## src/rtl/quad_encoder_emulator.sv

```systemverilog
// Quadrature encoder emulator: turns signed step-move commands into A/B/Z
// encoder waveforms with a running step counter and single-revolution position.
module quad_encoder_emulator #(
  parameter int unsigned MIN_PERIOD = 2
) (
  input  logic               clk,
  input  logic               rst,
  input  logic               cmd_valid,
  output logic               cmd_ready,
  input  logic signed [31:0] cmd_steps,
  input  logic [31:0]        cmd_period,
  input  logic [31:0]        pulses_per_rev,
  input  logic               stop,
  output logic               A,
  output logic               B,
  output logic               Z,
  output logic signed [31:0] counter,
  output logic [31:0]        position,
  output logic               busy,
  output logic               done
);

  localparam logic [0:0] ST_IDLE = 1'b0;
  localparam logic [0:0] ST_RUN  = 1'b1;

  logic [0:0]  state;
  logic [1:0]  phase;
  logic        dir;
  logic [31:0] remaining;
  logic [31:0] period;
  logic [31:0] timer;

  logic        accept;
  logic        edge_fire;
  logic [1:0]  next_phase;
  logic [31:0] next_pos;

  function automatic logic [31:0] clamp_period(input logic [31:0] p);
    return (p < MIN_PERIOD) ? 32'(MIN_PERIOD) : p;
  endfunction

  // 0x80000000 maps to magnitude 2^31, which fits the unsigned result.
  function automatic logic [31:0] step_magnitude(input logic signed [31:0] s);
    return s[31] ? (32'd0 - s) : s;
  endfunction

  // ppr == 0 makes top == all-ones, which yields natural 32-bit wrap.
  function automatic logic [31:0] pos_step(input logic [31:0] pos,
                                           input logic [31:0] ppr,
                                           input logic        down);
    logic [31:0] top;
    top = ppr - 32'd1;
    if (down) return (pos == 32'd0) ? top : pos - 32'd1;
    return (pos >= top) ? 32'd0 : pos + 32'd1;
  endfunction

  // Gray-coded phase index to {A,B}: 0=00, 1=10, 2=11, 3=01.
  function automatic logic [1:0] phase_to_ab(input logic [1:0] ph);
    case (ph)
      2'd0:    return 2'b00;
      2'd1:    return 2'b10;
      2'd2:    return 2'b11;
      default: return 2'b01;
    endcase
  endfunction

  assign accept     = (state == ST_IDLE) && cmd_valid;
  assign edge_fire  = (state == ST_RUN) && (timer == 32'd1);
  assign next_phase = dir ? (phase - 2'd1) : (phase + 2'd1);
  assign next_pos   = pos_step(position, pulses_per_rev, dir);
  assign cmd_ready  = (state == ST_IDLE);
  assign busy       = (state == ST_RUN);

  always_ff @(posedge clk) begin
    if (rst) begin
      state    <= ST_IDLE;
      phase    <= 2'd0;
      A        <= 1'b0;
      B        <= 1'b0;
      Z        <= 1'b1;
      counter  <= '0;
      position <= '0;
      done     <= 1'b0;
    end else begin
      done <= 1'b0;
      case (state)
        ST_IDLE: begin
          if (accept) begin
            if (cmd_steps == 32'sd0) done  <= 1'b1;
            else                     state <= ST_RUN;
          end
        end
        default: begin
          if (edge_fire) begin
            phase    <= next_phase;
            {A, B}   <= phase_to_ab(next_phase);
            counter  <= dir ? counter - 32'sd1 : counter + 32'sd1;
            position <= next_pos;
            Z        <= (next_pos == 32'd0);
            if (remaining == 32'd1) begin
              state <= ST_IDLE;
              done  <= 1'b1;
            end
          end
          // An abort still lets a coincident edge through above.
          if (stop) begin
            state <= ST_IDLE;
            done  <= 1'b1;
          end
        end
      endcase
    end
  end

  // Move parameters only matter in RUN and are always loaded on accept.
  always_ff @(posedge clk) begin
    if (accept) begin
      dir       <= cmd_steps[31];
      remaining <= step_magnitude(cmd_steps);
      period    <= clamp_period(cmd_period);
      timer     <= clamp_period(cmd_period);
    end else if (edge_fire) begin
      remaining <= remaining - 32'd1;
      timer     <= period;
    end else if (state == ST_RUN) begin
      timer <= timer - 32'd1;
    end
  end

endmodule

```

## config.mk

```make
export PLATFORM = sky130hd
export DESIGN_NAME = quad_encoder_emulator
export DESIGN_NICKNAME = d
export VERILOG_FILES = /design/src/rtl/quad_encoder_emulator.sv
export SDC_FILE = /design/constraint.sdc
export NUM_CORES = 1
export LEC_CHECK = 0
export ABC_AREA = 1
export ABC_CLOCK_PERIOD_IN_PS = 3300
export CORE_MARGIN = 2
export CORE_UTILIZATION = 50
export DETAILED_ROUTE_END_ITERATION = 12
export DONT_BUFFER_PORTS = 1
export PLACE_DENSITY = 0.74
export SYNTH_ARGS = -nofsm -noshare
export SYNTH_HDL_FRONTEND = slang
export SYNTH_SLANG_ARGS = --single-unit
```

## constraint.sdc

```tcl
create_clock -name clk -period 3.3 [get_ports clk]
set_clock_uncertainty 0.1 [all_clocks]
set_input_delay 0.495 -clock clk [delete_from_list [all_inputs] [get_ports clk]]
set_output_delay 0.495 -clock clk [all_outputs]
set_load 0.005 [all_outputs]
```

==> results.sh <==
export IMPL_die_area_sq_um=31800
export IMPL_port_buffers=0
export IMPL_synth_cells=2344
export IMPL_clock_fmax_ghz=0.327
export IMPL_drt_iter0_drc=1543
export IMPL_synthTopCellsByCount="nand2_1 (561), nor2_1 (365), inv_1 (264)"
export IMPL_pre_cts_slack_ns=-0.245
export IMPL_num_io_pins=170
export IMPL_worstSkewPairLatency_ns=0.45
export IMPL_firstDrtPassIters=7
export IMPL_gp_congestion=0.942
export IMPL_totalWireLength_um=48200
export IMPL_antenna_left=0
export IMPL_yosys_top_cells_area="edfxtp_1 (19%), nand2_1 (14%), dfxtp_1 (9.4%), nor2_1 (9.0%), inv_1 (6.5%)"
export IMPL_area_growth_pct=9.62
export IMPL_arrival_ns=3.30
export IMPL_synth_edff_count=97
export IMPL_path_class="primary input to register"
export IMPL_cts_sinks=168
export IMPL_worstPathMaxFanout=20
export IMPL_powerDensity_nw_per_um2=322
export IMPL_slew_headroom_pct=49.1
export IMPL_layout_setup_ws_ns=0.238
export IMPL_die_w_um=178
export IMPL_route_detailed_drc=0
export IMPL_start_util_pct=51.0
export IMPL_setup_tns_ns=0
export IMPL_drv_slew=0
export IMPL_core_region_area_sq_um=29800
export IMPL_fin_crit_sh_pct=92.8
export IMPL_synthArstFlopShare_pct=0
export IMPL_tritoncts="yes"
export IMPL_root_buffer="clkbuf_16"
export IMPL_hp_class="primary input to register"
export IMPL_ys_seq_area_share_pct=28.5
export IMPL_cts_htree_levels=4
export IMPL_fp_dieH_um=178
export IMPL_ir_worst_vdd_uv=315
export IMPL_cp_start_kind="primary input"
export IMPL_clk_pin_slew_worst_paths_ns=0.07
export IMPL_gr_total_overflow=0
export IMPL_syn_area_per_cell_sq_um=6.48
export IMPL_yosysWarnings=0
export IMPL_finalNetCount=2534
export IMPL_reg2reg_setup_slack_ns=0.41
export IMPL_via_count=15500
export IMPL_yosys_register_bits=168
export IMPL_num_rows=63
export IMPL_drv_cap=0
export IMPL_clockBufferDepth=2
export IMPL_antenna_found_initial=0
export IMPL_vias_per_cell=5.59
export IMPL_post_drt_wl_per_cell_um=17.4
export IMPL_grt_start_max_net_pins=60
export IMPL_synth_cell_types=59
export IMPL_cp_required_ns=3.54
export IMPL_fin_crit_ns=3.06
export IMPL_grt_pass1_vias=14600
export IMPL_fin_util_pct=55.9
export IMPL_synth_nets=2516
export IMPL_dp_hpwl_um=37800
export IMPL_synthFlopType="edfxtp_1"
export IMPL_yosysTopAreaCell="edfxtp_1"
export IMPL_antenna_cells=0
export IMPL_syn_area_sq_um=15200
export IMPL_grt_pass1_wl_um=76100
export IMPL_yosysMostFrequentCell="nand2_1"
export IMPL_worst_slew_pin_slew_ns=0.762
export IMPL_dp_cells=2733
export IMPL_final_hold_viol_count=0
export IMPL_setup_viol=0
export IMPL_grt_usage_pct=30.4
export IMPL_end_kind="register"
export IMPL_power_leakage_nw=7.85
export IMPL_status="completed"
export IMPL_final_cells=2765
export IMPL_drive_gt1_share_pct=8.46
export IMPL_cts_buffers=17
export IMPL_synth_top_area_share_pct=19.2
## layer usage
| layer | vias to the layer above | track usage (%) | share of wire, % |
|---|---|---|---|
| met5 | - | 0 | 0 |
| met3 | 91 | 6.35 | 7.6 |
| met1 | 7121 | 40.8 | 44 |
| met2 | 561 | 49.4 | 46 |
| li1 | 7686 | - | - |
| met4 | 0 | 8.91 | 2.3 |
## stage by stage
| step | total power (W) | hold WS [ns] | instance area (sq um) |
|---|---|---|---|
| 2_1_floorplan | 0.00307 | 0.358 | 15200 |
| 3_3_place_gp | 0.00326 | 0.361 | 16000 |
| 3_5_place_dp | 0.00328 | 0.381 | 16000 |
| 4_1_cts | 0.00537 | 0.00909 | 16600 |
| 5_1_grt | 0.00559 | 0.00113 | 16600 |
| 6_report | 0.00536 | 0.0261 | 16600 |
## final timing paths
kind,cells after the start,to,startpoint
setup / recovery,23,Z,pulses_per_rev[0]
hold / removal,1,counter[2],rst
setup reg to reg,12,counter[23],dir
hold reg to reg,2,phase[1],phase[1]
## layout make-up
| cell class | count | area, sq um |
|---|---|---|
| Clock buffer | 18 | 429 |
| Fill cell | 3003 | 13100 |
| Multi-Input combinational cell | 1809 | 9440 |
| Inverter | 273 | 1020 |
| Clock inverter | 14 | 176 |
| Timing Repair Buffer | 93 | 761 |
| Tap cell | 390 | 488 |
| Sequential cell | 168 | 4330 |
## cells in the final DEF (no fill, tap or decap), drive strengths merged, types with 90 or more instances in the layout
cell type / synthesis / final
nor2: 394 / 394
a21oi: 114 / 114
nand2: 570 / 570
edfxtp: 97 / 97
inv: 272 / 279
nand3: 158 / 158
buf: 24 / 93
o21ai: 188 / 188
xor2: 90 / 90
## logic make-up (layout without fill, tap and decap cells)
| kind of cell | after synthesis | in the layout | synth area share [%] |
|---|---|---|---|
| and+or+nand+nor | 1251 | 1251 | 35.8 |
| xor gates and xnor gates | 119 | 119 | 6.86 |
| DFF | 168 | 168 | 28.5 |
| AOI/OAI and AO/OA | 367 | 367 | 13.3 |
| adders and majority gates | 72 | 72 | 5.98 |
| buffers and inverters | 367 | 398 | 9.56 |
## state kept, by name, indices dropped and copies added (netlist names)
signal / cells
A: 1
B: 1
Z: 1
busy: 1
counter: 32
dir: 1
done: 1
period: 32
phase: 2
position: 32
remaining: 32
timer: 32
## timing repair
action / 4_1_cts / 5_1_grt
hold buffers: 0 / 0
gates resized for setup: 0 / 8
setup endpoints to repair: 0 / 1
endpoints found under the hold margin: 0 / 0
setup buffers: 0 / 0
## report_power, final
| part | leakage, nW | switching [W] | internal, W |
|---|---|---|---|
| Clock | 0.287 | 0.000961 | 0.00115 |
| Sequential | 1.52 | 0.0000916 | 0.00237 |
| Combinational | 6.05 | 0.000494 | 0.000292 |
| Total | 7.85 | 0.00155 | 0.00381 |
## critical path, stage by stage
cell and delay [ns]:
inv_1 0.12, buf_4 0.13, nand2_1 0.11, nor2_4 0.20
nand2_2 0.12, nor2_1 0.19, nand2_1 0.07, nand2_1 0.09
inv_1 0.06, ha_1 0.28, a21oi_1 0.16, nand2_1 0.08
nand2_1 0.06, nand2_1 0.09, a21oi_2 0.21, buf_12 0.18
nand3_1 0.08, o21ai_0 0.14, inv_1 0.11, nand2_1 0.09
nor2_1 0.05, nand3_1 0.09, o21ai_2 0.05
Note: power is estimated with default switching activity, not from simulation.
